$ cat src/rtl/acc_seq_pkg.sv
// Shared types and constants for the ML-KEM accumulator sequencer.
package acc_seq_pkg;

    localparam int unsigned IDX_W  = 2;
    localparam int unsigned K_W    = 3;
    localparam int unsigned MODE_W = 2;
    localparam int unsigned WDT_W  = 16;

    localparam logic [K_W-1:0] RANK_MIN = 3'd2;
    localparam logic [K_W-1:0] RANK_MAX = 3'd4;

    localparam logic [MODE_W-1:0] ACC_MODE_OFF    = 2'b00;
    localparam logic [MODE_W-1:0] ACC_MODE_FIRST  = 2'b10;
    localparam logic [MODE_W-1:0] ACC_MODE_NORMAL = 2'b11;

    typedef enum logic [2:0] {
        S_IDLE      = 3'd0,
        S_PROD      = 3'd1,
        S_WAIT_PROD = 3'd2,
        S_ACC_GO    = 3'd3,
        S_WAIT_ACC  = 3'd4,
        S_ACC_REL   = 3'd5,
        S_ROW_RDY   = 3'd6,
        S_DONE      = 3'd7
    } state_e;

    // Registered control bundle presented to the product unit, accumulator and consumer.
    typedef struct packed {
        logic              busy;
        logic              done;
        logic              prod_start;
        logic              acc_end_op_ntt;
        logic              acc_load;
        logic              acc_read;
        logic              row_valid;
        logic [MODE_W-1:0] acc_mode;
    } ctl_t;

    function automatic logic rank_legal(input logic [K_W-1:0] k, input int unsigned k_max);
        return (k >= RANK_MIN) && (k <= RANK_MAX) && (32'(k) <= k_max);
    endfunction

    // Accumulator mode is decided only by the state and the current column.
    function automatic logic [MODE_W-1:0] mode_of(input state_e s, input logic [IDX_W-1:0] c);
        logic [MODE_W-1:0] m;
        m = ACC_MODE_OFF;
        if (s != S_IDLE && s != S_DONE) begin
            m = (c == '0) ? ACC_MODE_FIRST : ACC_MODE_NORMAL;
        end
        return m;
    endfunction

endpackage

$ cat src/rtl/acc_seq_wdt.sv
// Wait-state watchdog for acc_seq; counts consecutive cycles spent in a wait state.
module acc_seq_wdt
    import acc_seq_pkg::*;
#(
    parameter int unsigned LIMIT = 4096
) (
    input  logic clk,
    input  logic rst,
    input  logic en,
    input  logic clr,
    output logic fire_c
);

    localparam logic [WDT_W-1:0] LIMIT_M1 = WDT_W'(LIMIT - 1);

    logic [WDT_W-1:0] cnt_q;

    // Fires on the LIMIT-th consecutive wait cycle.
    assign fire_c = en && (cnt_q == LIMIT_M1);

    always_ff @(posedge clk) begin
        if (rst) begin
            cnt_q <= '0;
        end else if (!en || clr) begin
            cnt_q <= '0;
        end else begin
            cnt_q <= cnt_q + WDT_W'(1);
        end
    end

endmodule

$ cat src/rtl/acc_seq.sv
// Row-by-row k x k matrix-vector schedule for the NTT-domain accumulator.
// Optional wait-state watchdog enabled by defining ACC_SEQ_TIMEOUT_EN.
module acc_seq
    import acc_seq_pkg::*;
#(
    parameter int unsigned K_MAX          = 4,
    parameter int unsigned TIMEOUT_CYCLES = 4096
) (
    input  logic       clk,
    input  logic       rst,
    input  logic       start,
    input  logic [2:0] k_in,
    output logic       busy,
    output logic       done,
    output logic       err,
    output logic [1:0] row,
    output logic [1:0] col,
    output logic       prod_start,
    input  logic       prod_done,
    output logic [1:0] acc_mode,
    output logic       acc_end_op_ntt,
    input  logic       acc_end_op,
    output logic       acc_load,
    output logic       acc_read,
    output logic       row_valid,
    input  logic       row_ack
);

    if (TIMEOUT_CYCLES == 0 || TIMEOUT_CYCLES > 65535) begin : g_bad_timeout
        $error("acc_seq: TIMEOUT_CYCLES must fit the 16-bit watchdog");
    end

    state_e           state_q, state_n;
    logic [IDX_W-1:0] row_q, row_n;
    logic [IDX_W-1:0] col_q, col_n;
    logic [K_W-1:0]   k_q, k_n;
    logic             err_q, err_n;
    ctl_t             ctl_q, ctl_n;
    logic [IDX_W-1:0] last_idx;
    logic             wdt_fire_c;

    assign last_idx = IDX_W'(k_q - K_W'(1));

`ifdef ACC_SEQ_TIMEOUT_EN
    logic in_wait;
    logic state_chg;

    assign in_wait   = (state_q == S_WAIT_PROD) || (state_q == S_WAIT_ACC);
    assign state_chg = (state_n != state_q);

    acc_seq_wdt #(
        .LIMIT (TIMEOUT_CYCLES)
    ) u_wdt (
        .clk    (clk),
        .rst    (rst),
        .en     (in_wait),
        .clr    (state_chg),
        .fire_c (wdt_fire_c)
    );
`else
    assign wdt_fire_c = 1'b0;
`endif

    always_ff @(posedge clk) begin
        if (rst) begin
            state_q <= S_IDLE;
            row_q   <= '0;
            col_q   <= '0;
            k_q     <= '0;
            err_q   <= 1'b0;
            ctl_q   <= '0;
        end else begin
            state_q <= state_n;
            row_q   <= row_n;
            col_q   <= col_n;
            k_q     <= k_n;
            err_q   <= err_n;
            ctl_q   <= ctl_n;
        end
    end

    // Next state, indices and the registered control bundle decoded from the next state.
    always_comb begin
        state_n = state_q;
        row_n   = row_q;
        col_n   = col_q;
        k_n     = k_q;
        err_n   = err_q;
        ctl_n   = '0;

        unique case (state_q)
            S_IDLE: begin
                if (start) begin
                    if (rank_legal(k_in, K_MAX)) begin
                        k_n     = k_in;
                        row_n   = '0;
                        col_n   = '0;
                        err_n   = 1'b0;
                        state_n = S_PROD;
                    end else begin
                        err_n = 1'b1;
                    end
                end
            end
            S_PROD:      state_n = S_WAIT_PROD;
            S_WAIT_PROD: if (prod_done) state_n = S_ACC_GO;
            S_ACC_GO:    state_n = S_WAIT_ACC;
            S_WAIT_ACC:  if (acc_end_op) state_n = S_ACC_REL;
            S_ACC_REL: begin
                if (col_q == last_idx) begin
                    state_n = S_ROW_RDY;
                end else begin
                    col_n   = col_q + IDX_W'(1);
                    state_n = S_PROD;
                end
            end
            S_ROW_RDY: begin
                if (row_ack) begin
                    if (row_q == last_idx) begin
                        state_n = S_DONE;
                    end else begin
                        row_n   = row_q + IDX_W'(1);
                        col_n   = '0;
                        state_n = S_PROD;
                    end
                end
            end
            S_DONE:      state_n = S_IDLE;
            default:     state_n = S_IDLE;
        endcase

        // A stalled responder aborts the schedule and releases the accumulator.
        if (wdt_fire_c) begin
            state_n = S_IDLE;
            err_n   = 1'b1;
        end

        ctl_n.busy           = (state_n != S_IDLE);
        ctl_n.done           = (state_n == S_DONE);
        ctl_n.prod_start     = (state_n == S_PROD);
        ctl_n.acc_end_op_ntt = (state_n == S_ACC_GO);
        ctl_n.acc_load       = (state_n == S_ACC_REL) || wdt_fire_c;
        ctl_n.acc_read       = (state_n == S_ROW_RDY);
        ctl_n.row_valid      = (state_n == S_ROW_RDY);
        ctl_n.acc_mode       = mode_of(state_n, col_n);
    end

    assign busy           = ctl_q.busy;
    assign done           = ctl_q.done;
    assign err            = err_q;
    assign row            = row_q;
    assign col            = col_q;
    assign prod_start     = ctl_q.prod_start;
    assign acc_mode       = ctl_q.acc_mode;
    assign acc_end_op_ntt = ctl_q.acc_end_op_ntt;
    assign acc_load       = ctl_q.acc_load;
    assign acc_read       = ctl_q.acc_read;
    assign row_valid      = ctl_q.row_valid;

endmodule

$ cat config.mk
export PLATFORM = sky130hd
export DESIGN_NAME = acc_seq
export DESIGN_NICKNAME = d
export VERILOG_FILES = /design/src/rtl/acc_seq_pkg.sv /design/src/rtl/acc_seq_wdt.sv /design/src/rtl/acc_seq.sv
export SDC_FILE = /design/constraint.sdc
export NUM_CORES = 1
export LEC_CHECK = 0
export CAP_MARGIN = 20
export CORE_MARGIN = 2
export CORE_UTILIZATION = 40
export CTS_CLUSTER_DIAMETER = 50
export DETAILED_ROUTE_END_ITERATION = 10
export PLACE_DENSITY = 0.68
export SETUP_SLACK_MARGIN = 0.3
export SLEW_MARGIN = 20
export SYNTH_ARGS = -nofsm -noshare
export SYNTH_HDL_FRONTEND = slang
export SYNTH_SLANG_ARGS = --single-unit
$ cat constraint.sdc
create_clock -name clk -period 3.5 [get_ports clk]
set_input_delay 0.7 -clock clk [delete_from_list [all_inputs] [get_ports clk]]
set_output_delay 0.7 -clock clk [all_outputs]
set_load 0.01 [all_outputs]
Word level (Yosys, flattened, before mapping)

Index checks and enable logic that the tools add are counted.

Register bits: 18
Bits in latches: 0
Bits in writable memories: 0
Memory bits (read-only): 0
Input port bits: 9
Memories kept: 0

$add $sub $neg: 3
Multiply operators: 0
Div/mod/pow operators: 0
$lt $le $gt $ge: 3
Equality and inequality tests: 19
Shifts and indexed selects: 0
Muxes and demuxes: 21
Bitwise operators: 1
Reduce and logical (&&, ||, !) cells: 11

Operator list:

| cell                | count |
|---|---|
| $pmux 3 s8          | 1 |
| $eq 3x3->1 const B  | 7 |
| $mux 3              | 7 |
| $mux 2              | 9 |
| $eq 3x2->1 const B  | 3 |
| $ne 2x2->1 const B  | 4 |
| $eq 3x1->1 const B  | 2 |
| $le 3x3->1 const B  | 2 |
| $pmux 2 s3          | 1 |
| $reduce_and 5->1    | 1 |
| $add 2x1->2 const B | 2 |
| $eq 2x2->1          | 2 |
| $pmux 2 s2          | 1 |
| $ge 3x2->1 const B  | 1 |
| $logic_and 1x1->1   | 3 |
| $logic_not 3->1     | 1 |
| $ne 3x3->1 const B  | 1 |
| $reduce_and 3->1    | 1 |
| $reduce_bool 3->1   | 1 |
| $logic_not 2->1     | 1 |
| $mux 1              | 2 |
| $reduce_and 2->1    | 1 |
| $reduce_bool 2->1   | 1 |
| $reduce_or 2->1     | 1 |
| other kinds (2)     | 2 |

Longest topological paths before layout

Gate-level depths: netlist of run 1.

Depth after elaboration: 10
Depth in mapped cells: 7
Mapped depth without buffers: 6

Worst setup path after synthesis of run 1

Ideal clock, no wire load.

Path kind: input-to-reg
From: input k_in[2]
To: register ctl_q (netlist bit acc_mode[1])
Library setup time: 121 ps
Data arrival time: 1781 ps
Required time: 3379 ps
Path slack: 1598 ps
Cell stages on the path: 6
Path through: nor2b_1 o21ai_0 o22ai_1 a21oi_1 and3_1 nor3_1

Longest elaborated chain between the ends: 10
Elaborated cells between the ends (all ways): 13
Classes of those cells: order compare (3); eq/ne (1); mux (3); bitwise (1); reduce/logical (5)

Ends and longest elaborated chain:

| item                                            | RTL line          | RTL |
|---|---|---|
| start, declared                                 | acc_seq.sv:12     | `input logic [2:0] k_in,` |
| $ge 3x2->1 or $le 3x3->1 (tied branches)        | acc_seq_pkg.sv:40 | `return (k >= RANK_MIN) && (k <= RANK_MAX) && (32'(k) <= k_max);` |
| $logic_and 1x1->1                               | acc_seq_pkg.sv:40 |  |
| $logic_and 1x1->1 *                             | acc_seq_pkg.sv:40 |  |
| $mux 3 *                                        | acc_seq.sv:94     | `if (rank_legal(k_in, K_MAX)) begin` |
| $mux 3 *                                        | acc_seq.sv:93     | `if (start) begin` |
| $pmux 3 s8 *                                    | acc_seq.sv:91     | `unique case (state_q)` |
| $ne 3x3->1 or $reduce_bool 3->1 (tied branches) | acc_seq_pkg.sv:47 | `if (s != S_IDLE && s != S_DONE) begin` |
| $logic_and 1x1->1 *                             | acc_seq_pkg.sv:47 |  |
| $not 1->1 (no line) *                           | n/a               |  |
| $reduce_or 2->1 (no line) *                     | n/a               |  |
| end signal, assigned                            | acc_seq.sv:78     | `ctl_q <= ctl_n;` |
| end, declared                                   | acc_seq.sv:38     | `ctl_t ctl_q, ctl_n;` |

Every way passes the cells marked *; elsewhere a longest branch is shown, timed or not.
A chain may end at the register's enable or synchronous reset.

Worst setup path after layout of run 1

Same ends and word-level chain as after synthesis.

==> results of run 1 <==
## cell families after synthesis
group,Yosys count
AO/OA/AOI/OAI,26
XOR/XNOR,4
buffers and inverters,8
flip-flops,18
multiplexers,4
AND/OR/NAND/NOR,51
## final timing paths
path	to	slack [ns]	cells after the start
worst max-delay path	acc_mode[1]$_SDFF_PP0_	1.14	7
worst min-delay path	err$_SDFFE_PP0P_	0.47	2
worst max register to register	acc_mode[1]$_SDFF_PP0_	1.38	6
worst min register to register	err$_SDFFE_PP0P_	0.47	2
## Yosys cell counts, types with 3 or more instances
| master | instances |
|---|---|
| nand2b_1 | 4 |
| and3_1 | 4 |
| dfxtp_1 | 18 |
| inv_1 | 3 |
| o21ai_0 | 4 |
| clkbuf_1 | 4 |
| a21oi_1 | 13 |
| nand2_1 | 11 |
| nor2b_1 | 5 |
| nor2_1 | 14 |
## final cells by class
cell class / count / share of cell area (%)
clock buffer: 4 / 3.00
inverter: 3 / 0.931
multi-input combinational: 85 / 45.2
sequential: 18 / 29.8
tap: 28 / 2.90
timing repair buffer: 22 / 18.2
## layer usage
metal  routed length, µm  global-route usage [%]  up-vias
li1                    -                       -      428
met1                 842                    20.6      378
met2                 790                    22.1       18
met3                  92                    2.57        4
met4                  46                    8.97        0
met5                   0                       0        -
## stage by stage
stage | hold WS, ns | worst slack [ns]
after floorplan | 0.481 | 1.60
after CTS | 0.470 | 1.16
after detailed placement | 0.453 | 0.843
after global placement | 0.447 | 0.910
after global routing | 0.497 | 0.978
final | 0.469 | 1.14
## power breakdown
| part | internal [W] | switching (W) | total [W] |
|---|---|---|---|
| Combinational | 0.0000482 | 0.0000493 | 0.0000975 |
| Clock | 0.0000635 | 0.0000666 | 0.000130 |
| Sequential | 0.000217 | 0.0000108 | 0.000227 |
| Total | 0.000328 | 0.000127 | 0.000455 |
## flip-flops by register name, summed over array words and instances, names as in the netlist
| signal | cells |
|---|---|
| prod_start | 1 |
| acc_end_op_ntt | 1 |
| k_q | 2 |
| row | 2 |
| acc_mode | 2 |
| done | 1 |
| state_q | 3 |
| row_valid | 1 |
| acc_load | 1 |
| col | 2 |
| err | 1 |
| busy | 1 |
## worst max-delay path, delay by kind of cell
family	cells	cell delay (ns)
AOI/OAI and AO/OA	3	0.85
and+or+nand+nor	3	0.50
buffers and inverters	1	0.46
==> summary.txt, run 1 <==
Core Footprint - 0.00221 mm²
Compound-Gate Fraction of Synth Area - 19.3%
Non-Filler Instances - 160
final instance area - 0.00121 mm²
Routed wire per std cell - 11.1 µm
Tcrit/Tclk final - 67.3%
layout cell share with drive strength beyond 1 - 10.6%
cts hold-fix bufs - 0
most common cell after layout, fill and taps aside - clkdlybuf4s50_1
row count - 17
main combinational cell family by area after synthesis - simple AND/OR/NAND/NOR gates
initial antenna violation count - 0
Final ANT Viol Nets - 0
max_slew headroom - 61.5%
Max rail drop VDD - 0.262 mV
Crit. Startpoint - k_in[2]
Pwr Density - 376 mW/mm²
Cells after DPL - 156
setup TNS - 0 ns
critical path cell sequence - clkdlybuf4s50_1 -> nor2b_1 -> o21ai_0 -> o22ai_1 -> a21oi_1 -> and3_1 -> nor3_1
run status - complete, no violations
Post-Synth Adder-Cell Area - 0%
Ports - 23
Area contributors post-synth - dfxtp_1, a21oi_1, nor2_1
vias - 828
Yosys Warn Count - 0
clk slew on worst S/H paths - 0.11 ns
share of the synthesized area in the top cell type - 38.3%
Synth Area in Simple Gates - 29.8%
DRC violations left - 0
Mapped Nets - 120
most frequent cells in the layout - clkdlybuf4s50_1, dfxtp_1, nor2_1
GR Util All Layers - 15.1%
Mapped Area - 941 µm²
EDFF count, synth - 0
Die Wd - 52.5 µm
total CTS buffers - 3
Die Y - 52.5 µm
number of synthesized register bits - 18
Post-synth top flop - dfxtp_1
final-report hold violation count - 0
Hold WC Path Type - flop to flop
Area after DPL - 0.00117 mm²
CTS max path bufs - 2
Worst EP required - 3.67 ns
slowest library cell on the worst path - clkdlybuf4s50_1
DPL Wire Length - 1.36 mm
CTS root buf - clkbuf_4
H-tree depth - 1
full die area - 0.00276 mm²
HP Start - err$_SDFFE_PP0P_
vias in the first global route - 718
Synth Instances - 111
multi-input logic area - 547 µm²
post-synthesis sequential area ratio - 38.3%
Avg Cell Area, Syn - 8.48 µm²
Post-CTS Setup Bufs - 0
Routed WL - 1.77 mm
fill count - 219
Critical Path Max Stage Delay - 0.46 ns
fin nets - 142
Crit Reg-Reg Startpoint - k_q[1]$_SDFFE_PP0P_
post-DR vias/cell - 5.18
clock skew - 0.0125 ns
xor/xnor share of the synthesized area - 4.52%
GP Congestion - 0.737
Slew Viols, Final - 0
antenna cell count - 0
ys async rst share - 0%
Setup violations, final - 0
DRT Pass-1 Iters - 4
kind of critical path - primary input to flop
critical path launch point type - primary input
first-pass GRT wire length - 3.05 mm
Buffers on Ports - 22
register area - 360 µm²
Final Critical Period - 2.36 ns
Sinks on Clock Net - 18
FMAX - 425 MHz
Util after Layout - 54.7%
Crit Path Max Fanout - 6
total power - 0.000455 W
DRT iter0 DRCs - 13
worst skew pair latency - 0.30 ns
CP Capture Type - flop
max_cap viols - 0
post-synthesis mux area share - 4.52%
Netlist cell types - 35
CP arrival - 2.52 ns
Starting Density - 42.5%
leading area contributor after synthesis - dfxtp_1
Worst Tran Pin Value - 0.576 ns
Pleak - 0.433 nW
total gr overflow - 0
RSZ-0062 raised after global routing - no
Syn-to-layout area delta - 28.6%
pin count of the biggest net entering global routing - 17
Post-CTS Resized - 0
CTS tree - yes
Power figures use the tool's default switching activity.
==> run 2: changes to the inputs <==
==> constraint.sdc (replaced) <==
create_clock -name clk -period 2.2 [get_ports clk]
set_input_delay 0.44 -clock clk [delete_from_list [all_inputs] [get_ports clk]]
set_output_delay 0.44 -clock clk [all_outputs]
set_load 0.01 [all_outputs]
==> run 2 against run 1 <==
Compared with the run above:
- critical endpoint is now acc_end_op_ntt$_SDFF_PP0_
- clock-buffer cell count unchanged
- sequential share of layout area down 2.6 points
- final cell count up 5.0%
- critical path depth unchanged
- first-iteration DRC count up 15%
- routed wire length up 15%
- hold slack worse by 0.0077 ns
- combinational power up 100%
- core utilization up 7.0 points
- clock power up 55%
- register-to-register slack worse by 1.0 ns
==> summary.txt, run 2 (synthesized netlist as in run 1, its figures left out) <==
run status - complete, no violations
Worst Hold End - err$_SDFFE_PP0P_
total CTS buffers - 3 (unchanged)
layout cell share with drive strength beyond 1 - 25.0% (+14 points)
GP Congestion - 0.767 (+4.0%)
clock skew - 0.00908 ns (-0.00341 ns)
critical path launch point type - flop
Buffers on Ports - 22 (unchanged)
total gr overflow - 0 (unchanged)
Setup violations, final - 0 (unchanged)
Cells after DPL - 159 (+1.9%)
vias in the first global route - 775 (+7.9%)
most common cell after layout, fill and taps aside - clkdlybuf4s50_1
Syn-to-layout area delta - 44.9%
net switching power - 0.000214 W (+69%)
CP Capture Type - flop
Crit Reg-Reg Startpoint - k_q[1]$_SDFFE_PP0P_
GR Util met2 - 25.8% (+3.8 points)
Max rail drop VDD - 0.446 mV (+70%)
vias - 854 (+3.1%)
Tcrit/Tclk final - 84.2%
cts hold-fix bufs - 0 (unchanged)
Sinks on Clock Net - 18 (unchanged)
CP arrival - 2.07 ns (-0.45 ns)
Final Critical Period - 1.85 ns
Crit Path Max Fanout - 4 (-2)
kind of critical path - flop to flop
RSZ-0062 raised after global routing - yes
CTS tree - yes
post-DR vias/cell - 5.08 (-1.8%)
worst skew pair latency - 0.30 ns (about the same)
DRC violations left - 0 (unchanged)
FF-to-FF path depth - 7 (+1)
most frequent cells in the layout - clkdlybuf4s50_1, dfxtp_1, nor2_1
max reg flops - 3 (unchanged)
Core Footprint - 0.00221 mm² (unchanged)
Ports - 23 (unchanged)
Routed WL - 2.03 mm (+15%)
antenna cell count - 0 (unchanged)
Worst Tran Pin Value - 0.389 ns (-0.186 ns)
setup TNS - 0 ns (unchanged)
FMAX - 540 MHz
final-report hold violation count - 0 (unchanged)
Die Wd - 52.5 µm (unchanged)
Die Y - 52.5 µm (unchanged)
Pleak - 0.488 nW (+13%)
Routed wire per std cell - 12.1 µm (+9.1%)
Flop pwr share - 47.4% (-2.6 points)
initial antenna violation count - 0 (unchanged)
Reg2Reg Setup Slack - 0.35 ns (-1.03 ns)
Largest Register - state_q
first-pass GRT wire length - 3.31 mm (+8.6%)
combinational share of power - 26.1% (+4.7 points)
HP Start - err$_SDFFE_PP0P_
DRT iter0 DRCs - 15 (+2)
max_slew headroom - 74.0% (+13 points)
Hold WC Path Type - flop to flop
GR Util All Layers - 16.2% (+1.1 points)
max_cap viols - 0 (unchanged)
pin count of the biggest net entering global routing - 11 (-6)
fin nets - 150 (+5.6%)
Slew Viols, Final - 0 (unchanged)
switching share of total power - 28.0% (+0.16 points)
end of the worst register-to-register path - acc_end_op_ntt$_SDFF_PP0_
Worst EP required - 2.41 ns (-1.26 ns)
row count - 17 (unchanged)
CTS max path bufs - 2 (unchanged)
Most Crowded Layer GR - met2
full die area - 0.00276 mm² (unchanged)
DPL Wire Length - 1.48 mm (+8.3%)
clk slew on worst S/H paths - 0.10 ns (about the same)
Starting Density - 42.5% (unchanged)
Final ANT Viol Nets - 0 (unchanged)
Pwr Density - 559 mW/mm² (+49%)
CTS root buf - clkbuf_4
hold path cells - 2 (unchanged)
met3 Use GR - 3.43% (+0.86 points)
DRT Pass-1 Iters - 4 (unchanged)
Non-Filler Instances - 168 (+5.0%)
H-tree depth - 1 (unchanged)
Pint - 0.000549 W (+67%)
M1 GR Usage - 21.3% (+0.75 points)
Clk pwr share - 26.5% (-2.1 points)
-- run 2: how the worst max path moves through the flow --
stage / startpoint / to / slack [ns] / depth (start not counted)
5_1_grt: k_q[1]$_SDFFE_PP0P_ / acc_mode[0]$_SDFF_PP0_ / 0.25 / 6
6_report: k_q[1]$_SDFFE_PP0P_ / acc_end_op_ntt$_SDFF_PP0_ / 0.35 / 7
3_5_place_dp: k_in[2] / acc_mode[0]$_SDFF_PP0_ / 0.04 / 8
2_1_floorplan: col[1]$_SDFF_PP0_ / acc_mode[1]$_SDFF_PP0_ / 0.36 / 6
3_3_place_gp: k_in[2] / acc_load$_SDFF_PP0_ / 0.07 / 8
4_1_cts: k_q[1]$_SDFFE_PP0P_ / acc_end_op_ntt$_SDFF_PP0_ / 0.30 / 6
-- run 2: critical path, stage by stage (launching register included) --
cell,delay (ns)
dfxtp_4,0.39
buf_12,0.13
xor2_4,0.18
mux2i_4,0.21
nor2b_4,0.14
a311oi_4,0.36
buf_4,0.19
nor4b_2,0.16
-- run 2: area by class of cell --
class | instances | area, µm²
Timing Repair Buffer | 30 | 293
Multi-Input combinational cell | 85 | 618
Sequential cell | 18 | 370
Fill cell | 204 | 848
Tap cell | 28 | 35.0
Clock buffer | 4 | 36.3
Inverter | 3 | 11.3
-- run 2: per-stage QoR --
step	hold slack, ns	cell area (µm²)	setup slack, ns	power [W]	util (%)
floorplan	0.481	941	0.364	0.000468	-
global placement	0.448	1200	0.0686	0.000530	54.1
detailed placement	0.452	1200	0.0428	0.000534	54.1
CTS	0.468	1250	0.304	0.000744	56.4
global route	0.492	1360	0.254	0.000808	61.7
finish	0.461	1360	0.348	0.000763	61.7
-- run 2: power groups by stage --
stage	Sequential (W)	Combinational, W	Clock, W
finish	0.000362	0.000199	0.000202
detailed placement	0.000370	0.000163	0
global placement	0.000370	0.000160	0
floorplan	0.000366	0.000102	0
global route	0.000365	0.000215	0.000228
CTS	0.000362	0.000167	0.000214
-- run 2: timing repair --
action                                 4_1_cts  5_1_grt
setup endpoints to repair                    7        9
endpoints found under the hold margin        0        0
cloned                                       0        0
buffers inserted                             1        4
pin swaps                                    1        5
gates resized for setup                      4       15
-- run 2: per-layer routing --
metal	share of wire, %	vias to the layer above
met3	3.3	2
met4	1.3	0
met5	0	-
met2	49	15
li1	-	444
met1	46	393
==> run 3: changes to the inputs <==
--- a/config.mk
+++ b/config.mk
@@ -10,7 +10,7 @@
 export CORE_UTILIZATION = 40
 export CTS_CLUSTER_DIAMETER = 50
 export DETAILED_ROUTE_END_ITERATION = 10
-export PLACE_DENSITY = 0.68
+export PLACE_DENSITY = 0.7
 export SETUP_SLACK_MARGIN = 0.3
 export SLEW_MARGIN = 20
 export SYNTH_ARGS = -nofsm -noshare
==> constraint.sdc (replaced) <==
create_clock -name clk -period 1.7 [get_ports clk]
set_input_delay 0.34 -clock clk [delete_from_list [all_inputs] [get_ports clk]]
set_output_delay 0.34 -clock clk [all_outputs]
set_load 0.01 [all_outputs]
==> run 3 against run 2 <==
Compared with the run above:
- combinational power grew 52%
- the run now ends with setup timing left
- sequential share of layout area shrank 2.3 points
- worst setup slack lost 0.42 ns
- highest routed layer is now met3
- non-clock buffer count rose by 16
- core utilization rose by 6.6 points
- register-to-register slack got worse by 0.42 ns
- power up 35%
==> summary.txt, run 3 (synthesized netlist as in run 1, its figures left out) <==
max reg flops - 3 (unchanged)
failing checks - setup timing
Buffers on Ports - 22 (unchanged)
kind of critical path - flop to flop
vias in the first global route - 865 (+12%)
Final ANT Viol Nets - 0 (unchanged)
Die Y - 52.5 µm (unchanged)
fin nets - 166 (+11%)
Slew Viols, Final - 0 (unchanged)
run status - finished with violations
post-DR vias/cell - 5.04 (-0.89%)
CTS max path bufs - 2 (unchanged)
worst setup margin - -0.0709 ns (-0.419 ns)
CTS root buf - clkbuf_4
GP Congestion - 0.782 (+1.9%)
Final Critical Period - 1.77 ns (-0.0808 ns)
Pleak - 0.642 nW (+32%)
Hold WC Path Type - flop to flop
Setup violations, final - 6 (+6)
Sinks on Clock Net - 18 (unchanged)
clock skew - 0.00662 ns (-0.00246 ns)
pin count of the biggest net entering global routing - 11 (unchanged)
Non-Filler Instances - 184 (+9.5%)
initial antenna violation count - 0 (unchanged)
fill count - 180 (-12%)
total CTS buffers - 3 (unchanged)
Routed wire per std cell - 12.0 µm (-0.73%)
Routed WL - 2.21 mm (+8.7%)
Crit Path Max Fanout - 5 (+1)
Tcrit/Tclk final - 104% (+20 points)
Reg2Reg Setup Slack - -0.07 ns (-0.42 ns)
CTS tree - yes
most common cell after layout, fill and taps aside - buf_4
Worst EP required - 1.89 ns (-0.52 ns)
row count - 17 (unchanged)
vias - 927 (+8.5%)
Critical Path Max Stage Delay - 0.41 ns (+0.02 ns)
FMAX - 565 MHz (+4.6%)
first-pass GRT wire length - 3.55 mm (+7.3%)
register area - 375 µm² (+1.4%)
setup TNS - -0.276 ns (-0.276 ns)
Post-Place Worst Slack - -0.400 ns (-0.443 ns)
CP arrival - 1.96 ns (-0.11 ns)
CP Capture Type - flop
critical path cell sequence - xor2_1 -> mux2i_1 -> nand2_2 -> a311oi_4 -> and3_4 -> nor4_2
max_slew headroom - 78.2% (+4.2 points)
GR Util All Layers - 17.6% (+1.4 points)
most frequent cells in the layout - buf_4, dlygate4sd2_1, nand2_1, nor2_1, dfxtp_1
DRT Pass-1 Iters - 4 (unchanged)
H-tree depth - 1 (unchanged)
RSZ-0062 raised after global routing - yes
max_cap viols - 0 (unchanged)
total gr overflow - 0 (unchanged)
DPL Wire Length - 1.63 mm (+10%)
Die Wd - 52.5 µm (unchanged)
Core Footprint - 0.00221 mm² (unchanged)
antenna cell count - 0 (unchanged)
DRT iter0 DRCs - 10 (-5)
final-report hold violation count - 0 (unchanged)
layout cell share with drive strength beyond 1 - 42.9% (+18 points)
Largest Register - state_q
Cells after DPL - 174 (+9.4%)
worst skew pair latency - 0.29 ns (about the same)
Max rail drop VDD - 0.643 mV (+44%)
clk slew on worst S/H paths - 0.10 ns (about the same)
Worst Tran Pin Value - 0.326 ns (-0.0631 ns)
multi-input logic area - 656 µm² (+6.1%)
full die area - 0.00276 mm² (unchanged)
Starting Density - 42.5% (unchanged)
Ports - 23 (unchanged)
Pwr Density - 681 mW/mm² (+22%)
Syn-to-layout area delta - 60.5%
DRC violations left - 0 (unchanged)
slowest library cell on the worst path - dfxtp_4
critical path launch point type - flop
run 3: layout make-up:
type	count	area share, %
clock buffer	4	2.40
sequential	18	24.9
tap	28	2.32
inverter	3	0.994
multi-input combinational	85	43.4
timing repair buffer	46	26.0
run 3: what timing repair did:
action                     in CTS  in global routing
buffers inserted                0                  6
setup endpoints to repair      31                 20
pin swaps                      11                  4
gates resized for setup        31                 18
hold buffers                    0                  0
gates cloned                    0                  0
run 3: worst max-delay path: cells and delay by family (launching register included):
kind / cells / cell delay (ns)
muxes: 1 / 0.31
AOI/OAI and AO/OA: 1 / 0.31
DFF: 1 / 0.41
xor gates and xnor gates: 1 / 0.18
and+or+nand+nor: 3 / 0.46
run 3: metal layers:
layer	vias to the layer above	GRT usage, %	share of wire (%)
li1	481	-	-
met1	432	18.9	41
met2	14	32.3	56
met3	0	6.86	3.5
met4	0	3.85	0
met5	-	0	0
run 3: stage by stage:
stage          hold WS, ns  area, µm²  util, %  total power [W]
4_1_cts              0.465       1420     64.4          0.00101
3_3_place_gp         0.450       1340     60.7         0.000733
2_1_floorplan        0.411        977        -         0.000621
5_1_grt              0.508       1510     68.3          0.00109
6_report             0.464       1510     68.3          0.00103
3_5_place_dp         0.450       1340     60.7         0.000737
run 3: power by group:
| group | internal, W | switching, W | total, W | leakage, nW |
|---|---|---|---|---|
| clock | 0.000130 | 0.000132 | 0.000262 | 0.0210 |
| combinational | 0.000160 | 0.000142 | 0.000302 | 0.470 |
| sequential | 0.000446 | 0.0000193 | 0.000465 | 0.151 |
run 3: worst paths after layout:
check	cells after the start	from	endpoint
setup / recovery	6	k_q[1]$_SDFFE_PP0P_	acc_mode[0]$_SDFF_PP0_
hold / removal	2	err$_SDFFE_PP0P_	err$_SDFFE_PP0P_
setup reg to reg	6	k_q[1]$_SDFFE_PP0P_	acc_mode[0]$_SDFF_PP0_
hold reg to reg	2	err$_SDFFE_PP0P_	err$_SDFFE_PP0P_
